$ cat config.mk
export PLATFORM = sky130hd
export DESIGN_NAME = fwd_hazard_unit
export DESIGN_NICKNAME = d
export VERILOG_FILES = /design/src/rtl/fwd_hazard_unit.sv
export SDC_FILE = /design/constraint.sdc
export NUM_CORES = 1
export LEC_CHECK = 0
export ABC_AREA = 1
export CAP_MARGIN = 20
export CORE_MARGIN = 5
export CORE_UTILIZATION = 30
export CTS_CLUSTER_DIAMETER = 30
export DETAILED_ROUTE_END_ITERATION = 10
export PLACE_DENSITY = 0.7
export SLEW_MARGIN = 5
export SYNTH_ARGS = -nofsm -noshare
export SYNTH_HDL_FRONTEND = slang
export SYNTH_SLANG_ARGS = --single-unit
$ cat constraint.sdc
create_clock -name clk -period 1.9 [get_ports clk]
set_input_delay 0.285 -clock clk [delete_from_list [all_inputs] [get_ports clk]]
set_output_delay 0.285 -clock clk [all_outputs]
set_load 0.01 [all_outputs]
$ cat src/rtl/fwd_hazard_unit.sv
// Forwarding and load-use hazard unit: holds the EX/MEM and MEM/WB slots, forwards to ALU operands.
// Latency: operand forwarding and stall are combinational; writeback is 2 cycles after EX.
// Backpressure: stall freezes PC/IF/ID/ID-EX and inserts one bubble into EX/MEM per load-use.
module fwd_hazard_unit #(
  parameter int DATA_W = 32,
  parameter int ADDR_W = 5,
  parameter int CNT_W  = 16
) (
  input  logic              clk,
  input  logic              reset_n,
  input  logic              flush,
  input  logic              ex_valid,
  input  logic              ex_reg_write,
  input  logic              ex_mem_read,
  input  logic [ADDR_W-1:0] ex_dest,
  input  logic [DATA_W-1:0] ex_result,
  input  logic [DATA_W-1:0] mem_load_data,
  input  logic [ADDR_W-1:0] rs,
  input  logic [ADDR_W-1:0] rt,
  input  logic              uses_rs,
  input  logic              uses_rt,
  input  logic [DATA_W-1:0] data_in1,
  input  logic [DATA_W-1:0] data_in2,
  output logic [DATA_W-1:0] data_out1,
  output logic [DATA_W-1:0] data_out2,
  output logic              stall,
  output logic              wb_we,
  output logic [ADDR_W-1:0] wb_addr,
  output logic [DATA_W-1:0] wb_data,
  output logic [CNT_W-1:0]  fwd_count,
  output logic [CNT_W-1:0]  stall_count
);

  // EX/MEM slot (S1)
  logic              v1_q, ld1_q;
  logic [ADDR_W-1:0] d1_q;
  logic [DATA_W-1:0] r1_q;
  logic              v1_d, ld1_d;
  logic [ADDR_W-1:0] d1_d;
  logic [DATA_W-1:0] r1_d;

  // MEM/WB slot (S2)
  logic              v2_q;
  logic [ADDR_W-1:0] d2_q;
  logic [DATA_W-1:0] r2_q;
  logic [DATA_W-1:0] r2_d;

  // Saturating performance counters
  logic [CNT_W-1:0]  fwd_cnt_q, stall_cnt_q;

  // Per-operand match and select terms
  logic hit1_rs, hit2_rs, hit1_rt, hit2_rt;
  logic sel1_rs, sel2_rs, sel1_rt, sel2_rt;
  logic stall_rs, stall_rt;
  logic any_fwd;

  // Slot matches; a nonzero source register matching implies a nonzero destination
  always_comb begin
    hit1_rs  = uses_rs & v1_q & (d1_q == rs) & (rs != '0);
    hit2_rs  = uses_rs & v2_q & (d2_q == rs) & (rs != '0);
    hit1_rt  = uses_rt & v1_q & (d1_q == rt) & (rt != '0);
    hit2_rt  = uses_rt & v2_q & (d2_q == rt) & (rt != '0);
    // A load in S1 has no data yet: no S1 forward, and it also masks any older S2 value
    sel1_rs  = hit1_rs & ~ld1_q;
    sel2_rs  = hit2_rs & ~hit1_rs;
    sel1_rt  = hit1_rt & ~ld1_q;
    sel2_rt  = hit2_rt & ~hit1_rt;
    stall_rs = hit1_rs & ld1_q;
    stall_rt = hit1_rt & ld1_q;
    stall    = stall_rs | stall_rt;
    any_fwd  = sel1_rs | sel2_rs | sel1_rt | sel2_rt;
  end

  // Operand muxes: youngest writer (S1) first, then S2, then the register file
  always_comb begin
    data_out1 = data_in1;
    data_out2 = data_in2;
    if (sel1_rs)      data_out1 = r1_q;
    else if (sel2_rs) data_out1 = r2_q;
    if (sel1_rt)      data_out2 = r1_q;
    else if (sel2_rt) data_out2 = r2_q;
  end

  // Next-state for S1 (bubble on stall or flush, keeping d1/r1) and S2 result selection
  always_comb begin
    v1_d  = ex_valid & ex_reg_write;
    ld1_d = ex_valid & ex_mem_read & ex_reg_write;
    d1_d  = ex_dest;
    r1_d  = ex_result;
    if (stall | flush) begin
      v1_d  = 1'b0;
      ld1_d = 1'b0;
      d1_d  = d1_q;
      r1_d  = r1_q;
    end
    r2_d = ld1_q ? mem_load_data : r1_q;
  end

  // Pipeline slot registers
  always_ff @(posedge clk or negedge reset_n) begin
    if (!reset_n) begin
      v1_q  <= 1'b0;
      ld1_q <= 1'b0;
      d1_q  <= '0;
      r1_q  <= '0;
      v2_q  <= 1'b0;
      d2_q  <= '0;
      r2_q  <= '0;
    end else begin
      v1_q  <= v1_d;
      ld1_q <= ld1_d;
      d1_q  <= d1_d;
      r1_q  <= r1_d;
      v2_q  <= v1_q;
      d2_q  <= d1_q;
      r2_q  <= r2_d;
    end
  end

  // Saturating counters; a stalled cycle never counts as a forward
  always_ff @(posedge clk or negedge reset_n) begin
    if (!reset_n) begin
      fwd_cnt_q   <= '0;
      stall_cnt_q <= '0;
    end else begin
      if (any_fwd && !stall && (fwd_cnt_q != '1))
        fwd_cnt_q <= fwd_cnt_q + CNT_W'(1);
      if (stall && (stall_cnt_q != '1))
        stall_cnt_q <= stall_cnt_q + CNT_W'(1);
    end
  end

  // Writeback port straight from the S2 register; $0 is never written
  always_comb begin
    wb_we       = v2_q & (d2_q != '0);
    wb_addr     = d2_q;
    wb_data     = r2_q;
    fwd_count   = fwd_cnt_q;
    stall_count = stall_cnt_q;
  end

endmodule

# == Word-level counts from Yosys, hierarchy flattened ==
# Index checks and enable logic that the tools add are counted.
# totals
rom_bits,0
latchBits,0
ram_bits,0
wordCells,61
ff_bits,109
mem_count,0
# op_classes
bitwise,30
n_shift,0
n_mux,7
n_lt_le_gt_ge,0
n_eq_ne,6
n_reduce_logical,7
div_mod_pow,0
mul,0
addsub,2
# op_table
operator,n
$mux W32,5
$add A16 B1 Y16 const B,2
$ne A16 B16 Y1 const B,2
$and A1 B1 Y1,22
$eq A5 B5 Y1,4
$reduce_bool A5 Y1,3
$or A1 B1 Y1,5
$logic_and A1 B1 Y1,3
$not A1 Y1,3
$mux W1,2
$logic_not A1 Y1,1

# == Logic depth before layout (Yosys ltp) ==
# Gate-level depths: netlist of the first run.
# depth
depth_word,10
ltp_mapped,15
mapped_depth_nobuf,15

# == Least setup slack after synthesis of the first run ==
# Ideal clock, no wire load.
# synth_path
path_kind,register to output
startpoint,register d1_q[2]
endpoint,output data_out1[10]
path_stages_with_launch,11
path_slack_ns,0.140
path_buffers,1
arrival_time_ns,1.475
path_cell_list,dfrtp_1 inv_1 nand2_1 nand2_1 nand2_1 nor2_2 nand2_1 nand2_2 clkbuf_1 nor2_1 o22ai_1
# synth_via
elab_chain_cells,7
# synth_lines
item,line,text
start: declaration,36,logic [ADDR_W-1:0] d1_q;
start signal: assignment,104,d1_q <= '0;
start signal: assignment,112,d1_q <= d1_d;
$eq A5 B5 Y1 (*),59,hit1_rs = uses_rs & v1_q & (d1_q == rs) & (rs != '0);
$and A1 B1 Y1 (*) (2 in series),59,
$not A1 Y1,65,sel2_rs = hit2_rs & ~hit1_rs;
$and A1 B1 Y1,65,
$mux W32,79,else if (sel2_rs) data_out1 = r2_q;
$mux W32 (*),78,if (sel1_rs) data_out1 = r1_q;
end: declaration,24,"output logic [DATA_W-1:0] data_out1,"
# Mark *: on every way between the ends. The rest lies on a longest branch, timed or not.

# == Worst setup path after layout of the first run ==
# layout_path
startpoint,register d1_q[3]
endpoint,output data_out2[24]
# layout_via
elab_chain_cells,7
# layout_lines
item,line,text
$eq A5 B5 Y1 (*),61,hit1_rt = uses_rt & v1_q & (d1_q == rt) & (rt != '0);
$and A1 B1 Y1 (*) (2 in series),61,
$not A1 Y1,67,sel2_rt = hit2_rt & ~hit1_rt;
$and A1 B1 Y1,67,
$mux W32,81,else if (sel2_rt) data_out2 = r2_q;
$mux W32 (*),80,if (sel1_rt) data_out2 = r1_q;
end: declaration,25,"output logic [DATA_W-1:0] data_out2,"
# Marked as above.

==> results of run 1 <==
-- cells by family after synthesis --
kind of cell	after synthesis	share of synthesized area, %
AO/OA/AOI/OAI	210	18.1
flip-flops	109	43.5
XOR/XNOR	15	2.10
adder cells (fa/ha/maj)	2	0.399
AND/OR/NAND/NOR	388	26.1
buffers and inverters	144	9.80
-- final cells by class --
cell class | count | share of cell area, %
clock buffer | 9 | 2.01
clock inverter | 7 | 0.513
inverter | 97 | 3.60
multi-input combinational | 616 | 31.1
sequential | 109 | 24.3
tap | 270 | 3.01
timing repair buffer | 387 | 35.5
-- synthesized netlist by cell type --
library cell / count / area share (%)
nand2_1: 176 / 11
nor2_1: 131 / 7.8
dfrtp_1: 109 / 44
o21ai_0: 100 / 8.0
inv_1: 89 / 5.3
o22ai_1: 64 / 6.4
a21oi_1: 39 / 3.1
nand3_1: 34 / 2.7
clkbuf_1: 25 / 1.5
nand4_1: 19 / 1.9
nor3_1: 12 / 0.96
buf_2: 11 / 0.88
xor2_1: 9 / 1.3
buf_6: 6 / 1.1
o21ai_1: 6 / 0.48
xnor2_1: 6 / 0.84
inv_2: 5 / 0.30
nand2_2: 5 / 0.50
buf_4: 3 / 0.36
buf_1: 2 / 0.12
ha_1: 2 / 0.40
nand2_4: 2 / 0.36
nor2_2: 2 / 0.20
nor4_1: 2 / 0.20
a21oi_2: 1 / 0.14
clkinv_1: 1 / 0.060
clkinv_2: 1 / 0.080
inv_4: 1 / 0.10
nand3b_1: 1 / 0.12
nand4_2: 1 / 0.20
nor3_2: 1 / 0.16
nor3b_2: 1 / 0.20
nor4_2: 1 / 0.20
-- timing repair --
item,CTS,global route
hold buffers,1,0
endpoints found under the setup margin,131,137
cloned,11,11
gates resized for setup,401,143
hold endpoints to repair,6,0
buffers inserted,17,12
pin swaps,28,50
-- power groups by stage --
stage,clock [mW],combinational [mW],sequential [mW]
after floorplan,0,0.408,2.68
after global placement,0,1.36,2.65
after detailed placement,0,1.37,2.65
after CTS,1.90,1.39,2.61
after global routing,1.98,1.60,2.65
final,1.85,1.49,2.63
-- how the worst max path moves through the flow --
stage,from,to,slack (ns)
detailed placement,rt[1],data_out2[1],-1.05
floorplan,d1_q[2]$_DFFE_PN0P_,data_out1[10],0.14
global placement,rt[2],data_out2[22],-1.04
finish,d1_q[3]$_DFFE_PN0P_,data_out2[24],-0.56
global route,d1_q[2]$_DFFE_PN0P_,data_out1[2],-0.68
CTS,wb_addr[4]$_DFF_PN0_,data_out1[5],-0.61
-- sequential cells by signal, indices dropped and copies added, names as in the netlist --
register / flops
r1_q: 32
wb_data: 32
fwd_count: 16
stall_count: 16
d1_q: 5
wb_addr: 5
ld1_q: 1
v1_q: 1
v2_q: 1
-- stage by stage --
| step | setup WS (ns) | hold WS, ns | TNS [ns] | utilization, % | cells |
|---|---|---|---|---|---|
| 3_5_place_dp | -1.05 | 0.128 | -94.68 | 47.8 | 1429 |
| 6_report | -0.557 | 0.300 | -42.37 | 54.9 | 1495 |
| 4_1_cts | -0.608 | 0.281 | -40.91 | 51.5 | 1474 |
| 3_3_place_gp | -1.04 | 0.127 | -91.90 | 47.8 | 1429 |
| 2_1_floorplan | 0.140 | -0.0106 | 0 | - | 868 |
| 5_1_grt | -0.683 | 0.316 | -57.66 | 54.9 | 1495 |
-- cells in the final DEF, fill, tap and decap left out, types with 4 or more instances in the layout --
cell,n
clkdlybuf4s50_1,211
nand2_1,157
dfrtp_1,108
nor2_1,102
inv_1,78
buf_2,63
o22ai_1,45
buf_4,39
o21ai_1,38
o21ai_0,37
a21oi_1,37
nand3_1,29
o21ai_2,27
nor2_2,24
buf_6,24
buf_12,23
nand4_1,19
o22ai_2,19
nand2_2,18
clkbuf_16,15
inv_2,13
nor3_1,12
xor2_1,9
buf_16,9
nor2_4,7
dlygate4sd2_1,7
xnor2_1,6
nand2_8,5
nand2_4,4
o21ai_4,4
-- layer usage --
layer	wire length [um]	share of wire [%]
met1	11600	40
met4	990	3.4
met3	2130	7.4
met2	14000	49
met5	0	0
==> impl_metrics.py, run 1 <==
metrics = {
    "layout": {
        "seq_area_sq_mm": 0.00273,
        "area_delta_synth_final_pct": 79.0,
        "drive_gt1_share_pct": 26.3,
        "antenna_cells": 0,
        "multi_input_area_sq_mm": 0.00349,
        "n_fill_cell": 1873,
        "fin_area_sq_mm": 0.0112,
        "nets": 1373,
    },
    "job": {
        "maxCapViolCount": 0,
    },
    "timing": {
        "rsz0062_at_grt": "yes",
        "skew_ns": 0.0129,
        "relSlewSlack_pct": 54.6,
        "timing.final.crit_share_pct": 129,
        "fin_crit_ns": 2.46,
        "worstMarginPinSlew_ns": 0.681,
        "fmax_mhz": 407,
        "finalMaxSlewViolations": 0,
        "finalHoldViolations": 0,
        "setup_violations": 136,
        "worst_slack_ns": -0.557,
    },
    "setup_path": {
        "path_depth": 14,
        "r2r_cells": 17,
        "rr_endpoint": "fwd_count[4]$_DFFE_PN0P_",
        "cpLargestDelayFamily": "buffers and inverters",
        "rrSetupSlack_ns": -0.28,
        "max_stage_delay_ns": 0.43,
        "worstPathMaxFanout": 8,
        "r2r_start": "d1_q[2]$_DFFE_PN0P_",
        "required_ns": 1.62,
        "path_cells": "inv_2, nand2_1, nand2_1, inv_1, nand2_2, nor2_4, nand2_2, nand2_4, clkinv_8, buf_12, buf_12, o21ai_2, o22ai_2, buf_2",
        "arrival_ns": 2.17,
        "critical_path_buf_inv_count": 6,
        "endpoint_kind": "output pin",
        "crit_slowest_cell": "dfrtp_1",
        "crit_type": "reg -> out",
        "start_kind": "register",
    },
    "route": {
        "drtAntennaViolNets": 0,
        "routed_wl_mm": 28.8,
        "drc_errors": 0,
        "drtIter0Drc": 449,
        "avgViaCountPerCell": 5.09,
        "routedWlPerCell_um": 19.2,
        "vias": 7604,
        "dr.pass1.iters": 7,
    },
    "power": {
        "pwr-share-seq_pct": 44.0,
        "intPower_mw": 4.19,
        "clkPwrFrac_pct": 31.0,
        "power.density_mw_per_mm2": 532,
        "ir_worst_vdd_mv": 0.395,
        "comb_power_share_pct": 25.0,
        "p_switching_mw": 1.78,
        "p_sw_share_pct": 29.8,
        "p_leak_nw": 4.99,
        "power_mw": 5.97,
    },
    "yosys": {
        "synth.distinct_cells": 33,
        "syn_avg_cell_area_sq_um": 7.22,
        "netlist_instances": 868,
        "syn_area_sq_mm": 0.00627,
        "ys_seq_elements": 109,
        "yosysSeqAreaShare_pct": 43.5,
        "yosysWarnings": 0,
        "syn-num-nets": 1021,
    },
    "clock_tree": {
        "cts_tree": "yes",
        "cts-htree-levels": 3,
        "cts_root_buf": "clkbuf_16",
        "cts-buffers-inserted": 9,
        "clock_latency_ns": 0.36,
        "clkTransAtPathRegs_ns": 0.08,
        "clk_path_buf_depth": 2,
        "cts_sinks": 109,
    },
    "placed_design": {
        "dp_hpwl_mm": 18.8,
        "post_dp_cell_area_sq_mm": 0.00977,
        "gp_congestion": 0.985,
        "numPortBuffers": 285,
    },
    "floorplanning": {
        "die_h_um": 155,
        "die_w_um": 155,
        "start_util_pct": 30.7,
        "core-area_sq_mm": 0.0204,
        "ioPinCount": 286,
        "num_rows": 52,
        "dieArea_sq_mm": 0.0239,
    },
    "global_route": {
        "grt_pass1_wl_mm": 41.1,
        "track_usage_pct": 21.7,
        "globalRouteMet1Util_pct": 27.6,
        "grt_use_met3_pct": 4.61,
        "grt_pass1_vias": 7316,
        "use_met2_pct": 37.0,
        "grt_overflow": 0,
        "grt_max_degree": 65,
        "top_usage_layer": "met2",
        "antenna_found_initial": 0,
    },
    "status": {
        "violations": "negative setup slack",
        "outcome": "complete, but fails checks",
    },
    "min_path": {
        "min_path_type": "in -> async",
    },
}
(Power assumes the default switching activity.)
==> inputs of run 2 (changes only) <==
--- a/config.mk
+++ b/config.mk
@@ -6,8 +6,7 @@
 export NUM_CORES = 1
 export LEC_CHECK = 0
 export ABC_AREA = 1
-export CAP_MARGIN = 20
-export CORE_MARGIN = 5
+export CORE_MARGIN = 4
 export CORE_UTILIZATION = 30
 export CTS_CLUSTER_DIAMETER = 30
 export DETAILED_ROUTE_END_ITERATION = 10
==> constraint.sdc (replaced) <==
create_clock -name clk -period 1.9 [get_ports clk]
set_input_delay 0.285 -clock clk [delete_from_list [all_inputs] [get_ports clk]]
set_output_delay 0.285 -clock clk [all_outputs]
set_load 0.005 [all_outputs]
==> impl_metrics.py, run 2 (synthesis results as in run 1) <==
metrics = {
    "status": {
        "outcome": "complete, but fails checks",
        "violations": "negative setup slack",
    },
    "setup_path": {
        "max_stage_delay_ns": 0.40,
        "crit_type": "reg -> out",
        "arrival_ns": 2.22,
        "critical_path_buf_inv_count": 5,
        "r2r_cells": 17,
        "rrSetupSlack_ns": -0.36,
        "crit_path_start": "wb_addr[0]$_DFF_PN0_",
        "crit_slowest_cell": "dfrtp_1",
        "path_depth": 13,
        "r2r_start": "wb_addr[0]$_DFF_PN0_",
        "worstPathMaxFanout": 7,
        "path_cells": "buf_6, nand2_1, nand2_1, nor2_1, nand2_1, nor2_4, nand2_4, clkinv_8, buf_16, buf_6, o21ai_2, o22ai_1, buf_2",
        "start_kind": "register",
        "crit_path_frequent_cell": "nand2_1",
        "endpoint_kind": "output pin",
        "required_ns": 1.62,
        "cpLargestDelayFamily": "buffers and inverters",
        "rr_endpoint": "fwd_count[1]$_DFFE_PN0P_",
    },
    "layout": {
        "nets": 1402,
        "drive_gt1_share_pct": 34.1,
        "fin_util_pct": 59.5,
        "final_cell_mix": "clkdlybuf4s50_1 (208), nand2_1 (158), dfrtp_1 (108)",
        "antenna_cells": 0,
        "n_fill_cell": 1740,
        "final_common_cell": "clkdlybuf4s50_1",
        "area_delta_synth_final_pct": 93.3,
    },
    "job": {
        "maxCapViolCount": 0,
    },
    "power": {
        "intPower_mw": 4.55,
        "ir_worst_vdd_mv": 0.491,
        "pwr-share-seq_pct": 42.0,
        "power.density_mw_per_mm2": 524,
        "clkPwrFrac_pct": 34.2,
        "p_sw_share_pct": 28.4,
        "comb_power_share_pct": 23.7,
        "p_leak_nw": 5.32,
        "p_switching_mw": 1.80,
    },
    "timing": {
        "relSlewSlack_pct": 55.4,
        "skew_ns": 0.0145,
        "worstMarginPinSlew_ns": 0.670,
        "rsz0062_at_grt": "yes",
        "finalMaxSlewViolations": 0,
        "setup_violations": 125,
        "timing.final.crit_share_pct": 132,
        "fin_crit_ns": 2.51,
        "worst_slack_ns": -0.606,
        "fmax_mhz": 399,
        "holdWs_ns": 0.411,
        "finalHoldViolations": 0,
    },
    "route": {
        "routed_wl_mm": 29.8,
        "vias": 7822,
        "routedWlPerCell_um": 19.6,
        "drc_errors": 0,
        "drtAntennaViolNets": 0,
        "avgViaCountPerCell": 5.13,
        "drtIter0Drc": 422,
        "dr.pass1.iters": 5,
    },
    "clock_tree": {
        "cts-htree-levels": 3,
        "cts-buffers-inserted": 9,
        "clock_latency_ns": 0.36,
        "cts_root_buf": "clkbuf_16",
        "cts_tree": "yes",
        "cts_sinks": 109,
        "clkTransAtPathRegs_ns": 0.07,
        "clk_path_buf_depth": 2,
    },
    "placed_design": {
        "post-place-ws_ns": -1.16,
        "dp_hpwl_mm": 18.4,
        "gp_congestion": 0.935,
        "numPortBuffers": 285,
    },
    "floorplanning": {
        "core-area_sq_mm": 0.0204,
        "ioPinCount": 286,
        "dieArea_sq_mm": 0.0233,
        "die_h_um": 153,
        "start_util_pct": 30.8,
        "num_rows": 52,
        "die_w_um": 153,
    },
    "min_path": {
        "min_path_type": "in -> async",
    },
    "global_route": {
        "grt_overflow": 0,
        "grt_max_degree": 65,
        "antenna_found_initial": 0,
        "grt_pass1_vias": 7512,
        "grt_pass1_wl_mm": 42.0,
        "track_usage_pct": 22.8,
    },
}
run 2: cell types whose count changed in the layout (fill, tap and decap cells not counted), moves of 4 or more:
cell,change
buf_12,+9
buf_4,+8
buf_6,+9
nand2_4,+4
nand3_1,-9
nand3_2,+8
nor2_1,-30
nor2_4,+30
o21ai_1,-14
o21ai_2,+14
o22ai_1,-17
o22ai_2,+14
run 2: final cells by class:
class | instances | area (sq um) | share of cell area (%)
flip-flops and latches | 109 | 2730 | 22.5
clock inverters | 6 | 104 | 0.857
well taps | 270 | 338 | 2.79
multi-input cells | 616 | 3960 | 32.7
repair inverters | 1 | 8.76 | 0.0723
repair buffers | 415 | 4340 | 35.8
clock buffers | 10 | 239 | 1.97
inverters | 97 | 402 | 3.32
run 2: how the worst max path moves through the flow:
stage	end	slack, ns
after CTS	data_out1[0]	-0.56
after global routing	data_out1[14]	-0.71
after detailed placement	data_out1[0]	-1.16
final	data_out1[14]	-0.61
after floorplan	stall_count[7]$_DFFE_PN0P_	0.20
after global placement	data_out1[0]	-1.16
run 2: metrics by stage:
stage	setup TNS [ns]	instances	total power [mW]	area, sq um
after global routing	-52.90	1524	6.62	12100
after global placement	-89.20	1440	3.95	9870
after CTS	-35.64	1501	6.22	11100
final	-39.99	1524	6.35	12100
after detailed placement	-91.31	1440	3.96	9870
after floorplan	0	868	3.02	6270
run 2: repair_timing:
item / CTS / global route
hold endpoints to repair: 25 / 0
buffers inserted: 30 / 23
gates resized for setup: 479 / 197
endpoints found under the setup margin: 133 / 136
pin swaps: 43 / 65
gates cloned: 15 / 8
hold buffers: 1 / 0
run 2: layer usage:
layer | share of wire [%] | wire (um) | track usage, % | vias up
met3 | 6.3 | 1880 | 5.85 | 94
li1 | - | - | - | 3642
met1 | 41 | 12100 | 28.4 | 3738
met5 | 0 | 0 | 0 | -
met2 | 50 | 14800 | 38.3 | 348
met4 | 3.6 | 1060 | 8.44 | 0
run 2: power by group through the flow:
stage / registers [mW] / clock network, mW / logic [mW]
floorplan: 2.64 / 0 / 0.377
global placement: 2.65 / 0 / 1.30
detailed placement: 2.65 / 0 / 1.31
CTS: 2.63 / 2.20 / 1.39
global route: 2.69 / 2.32 / 1.62
finish: 2.67 / 2.17 / 1.51
==> inputs of run 3 (changes only) <==
--- a/config.mk
+++ b/config.mk
@@ -6,6 +6,7 @@
 export NUM_CORES = 1
 export LEC_CHECK = 0
 export ABC_AREA = 1
+export CORE_ASPECT_RATIO = 1.4
 export CORE_MARGIN = 4
 export CORE_UTILIZATION = 30
 export CTS_CLUSTER_DIAMETER = 30
==> constraint.sdc (replaced) <==
create_clock -name clk -period 3.2 [get_ports clk]
set_input_delay 0.48 -clock clk [delete_from_list [all_inputs] [get_ports clk]]
set_output_delay 0.48 -clock clk [all_outputs]
set_load 0.005 [all_outputs]
==> impl_metrics.py, run 3 (synthesis results as in run 1) <==
metrics = {
    "status": {
        "outcome": "complete, no violations",
    },
    "clock_tree": {
        "cts_tree": "yes",
        "clk_path_buf_depth": 2,
        "cts-buffers-inserted": 9,
        "clock_latency_ns": 0.35,
        "cts-htree-levels": 3,
        "cts_root_buf": "clkbuf_16",
        "clkTransAtPathRegs_ns": 0.08,
        "cts_sinks": 109,
    },
    "global_route": {
        "grt_pass1_vias": 6607,
        "track_usage_pct": 19.3,
        "grt_pass1_wl_mm": 35.2,
        "grt_overflow": 0,
        "antenna_found_initial": 1,
        "grt_max_degree": 77,
    },
    "setup_path": {
        "start_kind": "primary input",
        "worstPathMaxFanout": 21,
        "r2r_cells": 13,
        "required_ns": 2.72,
        "r2r_start": "d1_q[0]$_DFFE_PN0P_",
        "rr_endpoint": "r1_q[4]$_DFFE_PN0P_",
        "rrSetupSlack_ns": 0.94,
        "endpoint_kind": "output pin",
        "arrival_ns": 2.61,
        "crit_type": "in -> out",
    },
    "power": {
        "clkPwrFrac_pct": 33.9,
        "p_switching_uw": 919,
        "ir_worst_vdd_mv": 0.232,
        "intPower_mw": 2.51,
        "comb_power_share_pct": 20.9,
        "p_leak_nw": 4.65,
        "power.density_mw_per_mm2": 345,
        "p_sw_share_pct": 26.8,
        "pwr-share-seq_pct": 45.3,
    },
    "layout": {
        "final_cell_mix": "clkdlybuf4s50_1 (242), nand2_1 (175), nor2_1 (127)",
        "drive_gt1_share_pct": 6.12,
        "fin_util_pct": 48.4,
        "antenna_cells": 0,
        "final_common_cell": "clkdlybuf4s50_1",
        "area_delta_synth_final_pct": 58.8,
        "nets": 1291,
    },
    "timing": {
        "relSlewSlack_pct": 57.7,
        "finalMaxSlewViolations": 0,
        "worstMarginPinSlew_ns": 0.634,
        "skew_ns": 0.0120,
        "timing.final.crit_share_pct": 96.4,
        "finalHoldViolations": 0,
        "fmax_mhz": 324,
        "final.setup.tns_ns": 0,
        "worst_slack_ns": 0.115,
        "setup_violations": 0,
        "fin_crit_ns": 3.09,
    },
    "job": {
        "maxCapViolCount": 0,
    },
    "route": {
        "drtIter0Drc": 316,
        "dr.pass1.iters": 7,
        "routedWlPerCell_um": 16.9,
        "routed_wl_mm": 23.7,
        "drc_errors": 0,
        "drtAntennaViolNets": 0,
        "avgViaCountPerCell": 4.98,
        "vias": 6961,
    },
    "floorplanning": {
        "die_w_um": 130,
        "num_rows": 62,
        "start_util_pct": 30.5,
        "core-area_sq_mm": 0.0206,
        "die_h_um": 179,
        "dieArea_sq_mm": 0.0233,
        "ioPinCount": 286,
    },
    "placed_design": {
        "numPortBuffers": 285,
        "gp_congestion": 0.911,
        "post-place-ws_ns": 0.00965,
        "dp_hpwl_mm": 17.6,
    },
    "min_path": {
        "min_path_type": "in -> async",
    },
}
==> run 3: worst max-delay path by stage <==
stage	startpoint	end	slack (ns)	cells past startpoint
floorplan	rt[2]	data_out2[10]	1.22	10
global route	uses_rs	data_out1[25]	-0.03	12
CTS	rt[3]	data_out2[15]	0.006	13
detailed placement	rt[0]	data_out2[19]	0.01	13
finish	rs[0]	data_out1[12]	0.11	13
global placement	rt[0]	data_out2[15]	0.01	13
==> run 3: worst max-delay path: stages <==
cell	delay [ns]
clkdlybuf4s50_1	0.51
inv_1	0.07
nand2_1	0.06
nand2_1	0.05
nor2_1	0.10
nand2_1	0.06
nor2_1	0.13
nand2_2	0.11
inv_2	0.11
buf_12	0.16
o21ai_0	0.09
o22ai_1	0.13
clkdlybuf4s50_1	0.53
==> run 3: metal layers <==
metal | track usage, % | share of wire (%)
met5 | 0 | 0.034
met4 | 6.28 | 2.8
met3 | 4.44 | 6.9
met2 | 33.3 | 50
met1 | 23.7 | 40
==> run 3: cell type report <==
| class | instances | area, sq um |
|---|---|---|
| Fill cell | 1975 | 10600 |
| Multi-Input combinational cell | 615 | 2970 |
| Tap cell | 256 | 320 |
| Inverter | 97 | 370 |
| Timing Repair Buffer | 306 | 3260 |
| Sequential cell | 109 | 2730 |
| Clock inverter | 7 | 80.1 |
| Clock buffer | 9 | 225 |
==> run 3: power groups by stage <==
stage	Combinational, mW	Clock [mW]	Sequential, mW
floorplan	0.224	0	1.57
CTS	0.724	1.22	1.55
global route	0.787	1.27	1.57
global placement	0.715	0	1.58
detailed placement	0.721	0	1.58
finish	0.716	1.16	1.55
==> run 3: through the flow <==
step / instances / area [sq um] / hold WS [ns] / power (mW)
2_1_floorplan: 868 / 6270 / 0.184 / 1.79
3_3_place_gp: 1381 / 9440 / 0.429 / 2.29
3_5_place_dp: 1381 / 9440 / 0.421 / 2.30
4_1_cts: 1397 / 9740 / 0.0765 / 3.50
5_1_grt: 1399 / 9950 / 0.0878 / 3.63
6_report: 1399 / 9950 / 0.0760 / 3.43
==> run 3: repair_timing <==
| item | 4_1_cts | 5_1_grt |
|---|---|---|
| cloned | 0 | 1 |
| resized for setup | 1 | 73 |
| buffers inserted | 0 | 1 |
| endpoints found under the setup margin | 1 | 63 |
| hold buffers | 0 | 0 |
| pin swaps | 0 | 7 |
